File: src/rtl/wb_opb_master_attach.sv
// Wishbone slave to OPB master bridge: each WB cycle becomes one OPB transfer,
// with arbitration, retry and grant-timeout handling and one-cycle ack/err response.
`timescale 1ns/1ps

module wb_opb_master_attach #(
    parameter logic [31:0] C_BASEADDR      = 32'h0,
    parameter int unsigned C_MAX_RETRY     = 8,
    parameter int unsigned C_GRANT_TIMEOUT = 256
) (
    input  logic        OPB_Clk,
    input  logic        OPB_Rst_n,
    // Wishbone slave port
    input  logic        wb_cyc_i,
    input  logic        wb_stb_i,
    input  logic        wb_we_i,
    input  logic [3:0]  wb_sel_i,
    input  logic [31:0] wb_adr_i,
    input  logic [31:0] wb_dat_i,
    output logic [31:0] wb_dat_o,
    output logic        wb_ack_o,
    output logic        wb_err_o,
    // OPB master outputs
    output logic        M_request,
    output logic        M_select,
    output logic        M_RNW,
    output logic [3:0]  M_BE,
    output logic [31:0] M_ABus,
    output logic [31:0] M_DBus,
    output logic        M_seqAddr,
    output logic        M_busLock,
    // OPB inputs
    input  logic        OPB_MGrant,
    input  logic [31:0] OPB_DBus,
    input  logic        OPB_xferAck,
    input  logic        OPB_errAck,
    input  logic        OPB_retry,
    input  logic        OPB_timeout
);

    localparam int unsigned GCNT_W = 16;
    localparam int unsigned RCNT_W = 8;

    localparam logic [2:0] S_IDLE  = 3'd0;
    localparam logic [2:0] S_REQ   = 3'd1;
    localparam logic [2:0] S_XFER  = 3'd2;
    localparam logic [2:0] S_DONE  = 3'd3;
    localparam logic [2:0] S_ABORT = 3'd4;

    typedef struct packed {
        logic        we;
        logic [3:0]  sel;
        logic [31:0] adr;
        logic [31:0] dat;
    } wb_req_t;

    logic [2:0]        r_state;
    logic [2:0]        w_state_nxt;
    wb_req_t           r_req;
    logic [GCNT_W-1:0] r_gcnt;
    logic [RCNT_W-1:0] r_rcnt;
    logic              r_abandon;

    logic              w_latch;
    logic              w_gcnt_clr;
    logic              w_gcnt_inc;
    logic              w_rcnt_inc;
    logic              w_abandon_set;
    logic              w_err_nxt;
    logic              w_capture;
    logic              w_fin;
    logic              w_gone;
    logic [RCNT_W-1:0] w_rcnt_plus;
    logic              w_xfer_nxt;
    logic              w_done_nxt;
    logic [31:0]       w_abus;

    assign w_rcnt_plus = r_rcnt + RCNT_W'(1);
    assign w_gone      = r_abandon | ~wb_cyc_i;
    assign w_xfer_nxt  = (w_state_nxt == S_XFER);
    assign w_done_nxt  = (w_state_nxt == S_DONE);
    assign w_abus      = r_req.adr + C_BASEADDR;

    // State register
    always_ff @(posedge OPB_Clk or negedge OPB_Rst_n) begin
        if (!OPB_Rst_n) begin
            r_state <= S_IDLE;
        end else begin
            r_state <= w_state_nxt;
        end
    end

    // Next-state and datapath control
    always_comb begin
        w_state_nxt   = r_state;
        w_latch       = 1'b0;
        w_gcnt_clr    = 1'b0;
        w_gcnt_inc    = 1'b0;
        w_rcnt_inc    = 1'b0;
        w_abandon_set = 1'b0;
        w_err_nxt     = 1'b0;
        w_capture     = 1'b0;
        w_fin         = 1'b0;

        case (r_state)
            S_IDLE: begin
                if (wb_cyc_i && wb_stb_i) begin
                    w_latch     = 1'b1;
                    w_state_nxt = S_REQ;
                end
            end

            S_REQ: begin
                w_gcnt_inc = 1'b1;
                if (!wb_cyc_i) begin
                    w_state_nxt = S_IDLE;
                end else if (OPB_MGrant) begin
                    w_state_nxt = S_XFER;
                end else if (r_gcnt == GCNT_W'(C_GRANT_TIMEOUT - 1)) begin
                    w_err_nxt   = 1'b1;
                    w_state_nxt = S_DONE;
                end
            end

            S_XFER: begin
                w_abandon_set = ~wb_cyc_i;
                if (OPB_errAck || OPB_timeout) begin
                    w_fin     = 1'b1;
                    w_err_nxt = 1'b1;
                end else if (OPB_retry) begin
                    w_rcnt_inc = 1'b1;
                    if (w_rcnt_plus == RCNT_W'(C_MAX_RETRY)) begin
                        w_fin     = 1'b1;
                        w_err_nxt = 1'b1;
                    end else if (w_gone) begin
                        // Master has left: do not re-arbitrate on its behalf
                        w_state_nxt = S_ABORT;
                    end else begin
                        w_gcnt_clr  = 1'b1;
                        w_state_nxt = S_REQ;
                    end
                end else if (OPB_xferAck) begin
                    w_fin     = 1'b1;
                    w_capture = ~r_req.we;
                end

                if (w_fin) begin
                    w_state_nxt = w_gone ? S_ABORT : S_DONE;
                end
            end

            S_DONE:  w_state_nxt = S_IDLE;
            S_ABORT: w_state_nxt = S_IDLE;
            default: w_state_nxt = S_IDLE;
        endcase
    end

    // Latched request, counters and abandon flag
    always_ff @(posedge OPB_Clk or negedge OPB_Rst_n) begin
        if (!OPB_Rst_n) begin
            r_req     <= '0;
            r_gcnt    <= '0;
            r_rcnt    <= '0;
            r_abandon <= 1'b0;
        end else begin
            if (w_latch) begin
                r_req <= '{we: wb_we_i, sel: wb_sel_i, adr: wb_adr_i, dat: wb_dat_i};
            end

            if (w_latch || w_gcnt_clr) begin
                r_gcnt <= '0;
            end else if (w_gcnt_inc) begin
                r_gcnt <= r_gcnt + GCNT_W'(1);
            end

            if (w_latch) begin
                r_rcnt <= '0;
            end else if (w_rcnt_inc) begin
                r_rcnt <= w_rcnt_plus;
            end

            if (w_latch) begin
                r_abandon <= 1'b0;
            end else if (w_abandon_set) begin
                r_abandon <= 1'b1;
            end
        end
    end

    // Outputs are decoded from the next state so they line up with the state register
    always_ff @(posedge OPB_Clk or negedge OPB_Rst_n) begin
        if (!OPB_Rst_n) begin
            M_request <= 1'b0;
            M_select  <= 1'b0;
            M_RNW     <= 1'b0;
            M_BE      <= '0;
            M_ABus    <= '0;
            M_DBus    <= '0;
            wb_ack_o  <= 1'b0;
            wb_err_o  <= 1'b0;
            wb_dat_o  <= '0;
        end else begin
            M_request <= (w_state_nxt == S_REQ);
            M_select  <= w_xfer_nxt;
            M_RNW     <= w_xfer_nxt & ~r_req.we;
            M_BE      <= w_xfer_nxt ? r_req.sel : 4'h0;
            M_ABus    <= w_xfer_nxt ? w_abus : 32'h0;
            M_DBus    <= (w_xfer_nxt && r_req.we) ? r_req.dat : 32'h0;
            wb_ack_o  <= w_done_nxt & ~w_err_nxt;
            wb_err_o  <= w_done_nxt & w_err_nxt;
            // Read register: only holds data for the single DONE cycle of a good read
            wb_dat_o  <= (w_done_nxt && w_capture) ? OPB_DBus : 32'h0;
        end
    end

    assign M_seqAddr = 1'b0;
    assign M_busLock = 1'b0;

endmodule

File: config.mk
export PLATFORM = sky130hd
export DESIGN_NAME = wb_opb_master_attach
export DESIGN_NICKNAME = d
export VERILOG_FILES = /design/src/rtl/wb_opb_master_attach.sv
export SDC_FILE = /design/constraint.sdc
export NUM_CORES = 1
export LEC_CHECK = 0
export CELL_PAD_IN_SITES_DETAIL_PLACEMENT = 0
export CELL_PAD_IN_SITES_GLOBAL_PLACEMENT = 1
export CORE_ASPECT_RATIO = 1.4
export CORE_MARGIN = 2
export CORE_UTILIZATION = 38
export DETAILED_ROUTE_END_ITERATION = 12
export PLACE_DENSITY = 0.85
export SYNTH_ARGS = -nofsm -noshare
export SYNTH_HDL_FRONTEND = slang
export SYNTH_SLANG_ARGS = --single-unit
File: constraint.sdc
create_clock -name OPB_Clk -period 2.3 [get_ports OPB_Clk]
set_input_delay 0.69 -clock OPB_Clk [delete_from_list [all_inputs] [get_ports OPB_Clk]]
set_output_delay 0.69 -clock OPB_Clk [all_outputs]
set_load 0.05 [all_outputs]
Yosys cells after proc, flatten, opt, wreduce, memory -nomap -nowiden

Index checks and enable logic that the tools add are counted.
Widths: inputs -> output; s select.

Register bits: 202
Input bits: 110
Output and inout bits: 107
Logic and storage cells: 90

$add $sub $neg: 2
Equality and inequality tests: 7
Mux-type cells: 48
Bitwise operators: 7
Reductions and logical operators: 9

Operators by type and width:

| operator              | number |
|---|---|
| $mux 32               | 3 |
| $mux 16               | 2 |
| $mux 3                | 10 |
| $mux 1                | 28 |
| $add 16x1->16 const B | 1 |
| $eq 16x8->1 const B   | 1 |
| $mux 8                | 2 |
| $eq 3x2->1 const B    | 3 |
| $pmux 3 s3            | 1 |
| $add 8x1->8 const B   | 1 |
| $eq 8x4->1 const B    | 1 |
| $eq 3x1->1 const B    | 2 |
| $reduce_bool 2->1     | 3 |
| $mux 4                | 1 |
| $and 1x1->1           | 3 |
| $logic_and 1x1->1     | 3 |
| $logic_not 3->1       | 1 |
| $not 1->1             | 3 |
| $logic_or 1x1->1      | 2 |
| $pmux 1 s2            | 1 |
| $or 1x1->1            | 1 |

Longest topological paths before layout

Depth in word-level cells: 11
Depth in mapped cells: 7
Mapped depth without buffers: 6

Worst setup path after synthesis

No wires, ideal clock.

Path kind: in2reg
Start point: input OPB_retry
End point: register wb_ack_o
Setup time: 0.095 ns
Arrival: 1.848 ns
Required time: 2.205 ns
Setup slack: 0.358 ns
Stages on the path: 5
Path buffers: 1
Path through: or4_4 a21oi_1 a21boi_1 buf_6 nor4_4

Word-level cells in the longest chain between the ends: 7
Elaborated cells on any way between the ends: 13
Those cells by class: 1 x eq/ne; 10 x mux; 2 x bitwise

Ends and longest elaborated chain:

| element              | line | text |
|---|---|---|
| start, declared      | 36   | `input logic OPB_retry,` |
| $mux 1               | 129  | `end else if (OPB_retry) begin` |
| $mux 1               | 126  | `if (OPB_errAck \|\| OPB_timeout) begin` |
| $mux 1               | 104  | `case (r_state)` |
| $mux 3               | 146  | `if (w_fin) begin` |
| $pmux 3 s3           | 104  |  |
| $eq 3x2->1           | 80   | `assign w_done_nxt = (w_state_nxt == S_DONE);` |
| $and 1x1->1 *        | 208  | `wb_ack_o <= w_done_nxt & ~w_err_nxt;` |
| end signal, assigned | 208  |  |
| end, declared        | 20   | `output logic wb_ack_o,` |

Every way passes the cells marked *; elsewhere a longest branch is shown, timed or not. The select of a mux whose other input is x is not followed.
A chain may end at the register's enable or synchronous reset.

Final worst setup path

Start point: register M_ABus[8]
End point: output M_ABus[8]

RTL lines:

| element                | line | text |
|---|---|---|
| start, declared        | 27   | `output logic [31:0] M_ABus,` |
| start signal, assigned | 206  | `M_ABus <= w_xfer_nxt ? w_abus : 32'h0;` |

No word-level cell between the ends.

==> impl_metrics.env <==
export IMPL_outcome="complete, no violations"
export IMPL_achievable_frequency_ghz=0.483
export IMPL_initial_utilization_pct=38.5
export IMPL_skew_ps=9.50
export IMPL_critPathMaxStageDelay_ps=540
export IMPL_post_route_cells_drive_above_1_share_pct=18.1
export IMPL_cts_htree_levels=1
export IMPL_post_route_period_util_pct=90.0
export IMPL_drt_pass1_iter_count=4
export IMPL_hpwl_um=11600
export IMPL_io_buffer_count=214
export IMPL_critical_path_n_buffers_inverters=1
export IMPL_clock_sinks=202
export IMPL_cap_violations=0
export IMPL_startpoint_type="flip-flop"
export IMPL_power_density_nw_per_um2=863
export IMPL_route_detailed_drc=0
export IMPL_worst_setup_path_type="reg2out"
export IMPL_grt_start_max_net_pins=70
export IMPL_timing_final_crit_period_ps=2070
export IMPL_rsz0062_at_grt="false"
export IMPL_die_height_um=171
export IMPL_synth_ff_type="sky130_fd_sc_hd__dfrtp_1"
export IMPL_worstSkewPairLatency_ps=480
export IMPL_slew_limit_headroom_pct=63.4
export IMPL_syn_instance_count=577
export IMPL_grt_first_pass_wirelength_um=26500
export IMPL_ant_nets=0
export IMPL_area_growth_synth_to_final_pct=42.7
export IMPL_critical_path_reg2reg_startpoint="r_gcnt[0]$_DFFE_PN0P_"
export IMPL_finish_net_count=929
export IMPL_critical_path_top_delay_family="buffers and inverters"
export IMPL_placed_area_um2=10300
export IMPL_core_rowCount=61
export IMPL_worst_slew_pin_transition_ps=550
export IMPL_vdd_ir_drop_worst_uv=508
export IMPL_cts_made_buffers=20
export IMPL_design_portCount=217
export IMPL_grt_antenna_before_repair=1
export IMPL_total_setup_violations_reported_at_the_end_of_the_flow=0
export IMPL_floorplan_die_area_um2=21200
export IMPL_coreArea_um2=19800
export IMPL_yosysWarnings=0
export IMPL_worst_path_max_fanout=1
export IMPL_netlist_area_um2=7610
export IMPL_filler_cell_count=1688
export IMPL_syn_mean_instance_area_um2=13.2
export IMPL_slowest_stage="sky130_fd_sc_hd__dlygate4sd2_1"
export IMPL_finalCoreUtilization_pct=54.9
export IMPL_gp_congestion=0.772
export IMPL_critical_path_required_ps=1610
export IMPL_hold_path_class="in2async"
export IMPL_ctsHoldBuffers=0
export IMPL_clk_transition_reported_paths_ps=70
export IMPL_leakage_nw=5.51
export IMPL_endpoint_kind="output port"
export IMPL_worst_setup_path_startpoint="M_ABus[8]$_DFF_PN0_"
export IMPL_dr_first_iter_drc_count=127
export IMPL_postCtsSetupRepairBufs=0
export IMPL_die_w_um=124
export IMPL_synth_enable_flop_cells=0
export IMPL_aggregate_routed_wire_length_um=16300
export IMPL_worst_path_cell_chain="dlygate4sd2_1"
export IMPL_vias=4999
export IMPL_synth_ff_latch_count=202
export IMPL_grt_total_usage_pct=15.8
export IMPL_global_route_overflow_total=0
export IMPL_number_of_global_route_vias_before_repair=5380
export IMPL_drv_slew=0
export IMPL_seq_area_frac_synth_pct=66.5
export IMPL_cts_tree="done"
export IMPL_netlist_cell_type_count=50
export IMPL_cp_data_arrival_time_ps=1380
export IMPL_routed_via_density=4.61
export IMPL_ys_async_sr_fraction_pct=100
export IMPL_routedWlPerCell_um=15.0
export IMPL_hold_violations=0
export IMPL_post_route_cell_area_um2=10900
export IMPL_clk_path_buf_depth=3
export IMPL_clock_root_buffer="sky130_fd_sc_hd__clkbuf_16"
==> metrics by stage <==
stage                     setup slack [ps]  TNS [ps]  total power, W  hold WS [ps]  instances
final                                  231         0         0.00937           107       1084
after global routing                   183         0         0.00984           114       1083
after CTS                             1.86         0         0.00951           100       1083
after detailed placement              -186    -13230         0.00617           458       1047
after global placement                -159    -12780         0.00611           452       1047
after floorplan                        358         0         0.00543           394        578
==> synth_stat cells (3+ instances only) <==
cell type | number | area share (%)
sky130_fd_sc_hd__buf_6 | 3 | 0.44
sky130_fd_sc_hd__o21a_1 | 4 | 0.39
sky130_fd_sc_hd__a21oi_1 | 4 | 0.26
sky130_fd_sc_hd__dfrtp_1 | 202 | 66
sky130_fd_sc_hd__nor2_1 | 61 | 3.0
sky130_fd_sc_hd__and2_1 | 68 | 5.6
sky130_fd_sc_hd__and3_1 | 7 | 0.58
sky130_fd_sc_hd__nand3_1 | 7 | 0.46
sky130_fd_sc_hd__nand4_1 | 6 | 0.49
sky130_fd_sc_hd__buf_2 | 11 | 0.72
sky130_fd_sc_hd__o21ai_0 | 8 | 0.53
sky130_fd_sc_hd__xor2_1 | 14 | 1.6
sky130_fd_sc_hd__clkbuf_2 | 3 | 0.20
sky130_fd_sc_hd__buf_4 | 7 | 0.69
sky130_fd_sc_hd__mux2_2 | 69 | 10
sky130_fd_sc_hd__inv_1 | 4 | 0.20
sky130_fd_sc_hd__xnor2_1 | 5 | 0.58
sky130_fd_sc_hd__nand2_1 | 55 | 2.7
==> per-layer routing <==
metal	wire (µm)	share of wire [%]	vias up	GRT usage, %
met4	328	2.0	0	4.10
met2	8550	53	151	29.0
met5	0	0	-	0
li1	-	-	2374	-
met1	6140	38	2448	17.7
met3	1240	7.6	26	4.74
==> sequential cells by signal, summed over array words and instances (netlist names) <==
name	cells
wb_err_o	1
r_req	69
M_BE	4
M_select	1
r_state	3
wb_dat_o	32
r_rcnt	8
r_gcnt	16
M_RNW	1
r_abandon	1
M_DBus	32
M_ABus	32
wb_ack_o	1
M_request	1
==> final cells by class <==
| cell class | instances | area (µm²) | area share (%) |
|---|---|---|---|
| multi-input cells | 347 | 2400 | 22.1 |
| repair buffers | 242 | 2370 | 21.9 |
| flip-flops and latches | 202 | 5050 | 46.6 |
| well taps | 252 | 315 | 2.91 |
| diodes | 1 | 2.50 | 0.0231 |
| clock buffers | 29 | 596 | 5.49 |
| inverters | 4 | 15.0 | 0.138 |
| clock inverters | 7 | 96.3 | 0.888 |
==> path summary, 6_finish.rpt <==
path | slack [ps] | cells after the start | end
min in group OPB_Clk | 470 | 1 | M_DBus[31]$_DFF_PN0_
max in group asynchronous | 1520 | 2 | M_ABus[3]$_DFF_PN0_
worst max-delay path | 230 | 1 | M_ABus[8]
worst min-delay path | 110 | 1 | r_gcnt[0]$_DFFE_PN0P_
worst min register to register | 470 | 1 | M_DBus[31]$_DFF_PN0_
worst max register to register | 400 | 7 | M_DBus[24]$_DFF_PN0_
==> placed cells by master, fill, tap and decap left out, types with 2 or more instances in the layout <==
cell	n
sky130_fd_sc_hd__nor4_4	2
sky130_fd_sc_hd__nor2_2	2
sky130_fd_sc_hd__clkbuf_16	21
sky130_fd_sc_hd__nor4_1	2
sky130_fd_sc_hd__nor3b_2	2
sky130_fd_sc_hd__inv_1	4
sky130_fd_sc_hd__and3_1	7
sky130_fd_sc_hd__clkdlybuf4s50_1	108
sky130_fd_sc_hd__o21a_1	4
sky130_fd_sc_hd__nand2_1	54
sky130_fd_sc_hd__nor3_1	2
sky130_fd_sc_hd__buf_12	11
sky130_fd_sc_hd__buf_4	20
sky130_fd_sc_hd__a21oi_1	4
sky130_fd_sc_hd__clkbuf_8	5
sky130_fd_sc_hd__conb_1	2
sky130_fd_sc_hd__ha_1	2
sky130_fd_sc_hd__dlymetal6s2s_1	4
sky130_fd_sc_hd__and2_1	68
sky130_fd_sc_hd__nand3_1	7
sky130_fd_sc_hd__xor2_1	14
sky130_fd_sc_hd__dlygate4sd2_1	98
sky130_fd_sc_hd__bufinv_16	2
sky130_fd_sc_hd__nor2_1	61
sky130_fd_sc_hd__nor2b_1	2
sky130_fd_sc_hd__dfrtp_1	202
sky130_fd_sc_hd__mux2_2	69
sky130_fd_sc_hd__xnor2_1	5
sky130_fd_sc_hd__clkbuf_1	4
sky130_fd_sc_hd__clkinvlp_4	3
sky130_fd_sc_hd__o21ai_0	8
sky130_fd_sc_hd__nand4_1	6
==> logic make-up (layout without fill, tap and decap cells) <==
family                   after synthesis  in the layout  synth area share [%]
AO/OA/AOI/OAI                         26             26                  2.45
buffers and inverters                 29            282                  2.30
AND/OR/NAND/NOR                      228            228                  15.9
other                                  1              3                0.0493
flip-flops                           202            202                  66.5
adder cells (fa/ha/maj)                2              2                 0.329
XOR/XNOR                              19             19                  2.19
multiplexers                          70             70                  10.3
==> report_power, final <==
group	switching [W]	internal (W)
Clock	0.00132	0.00203
Combinational	0.000864	0.000821
Sequential	0.000249	0.00408
==> repair_timing <==
item | in CTS | in global routing
pin swaps | 0 | 0
resized for setup | 98 | 4
gates cloned | 0 | 0
endpoints found under the setup margin | 98 | 4
No activity file was read; power rests on OpenSTA's default activity.
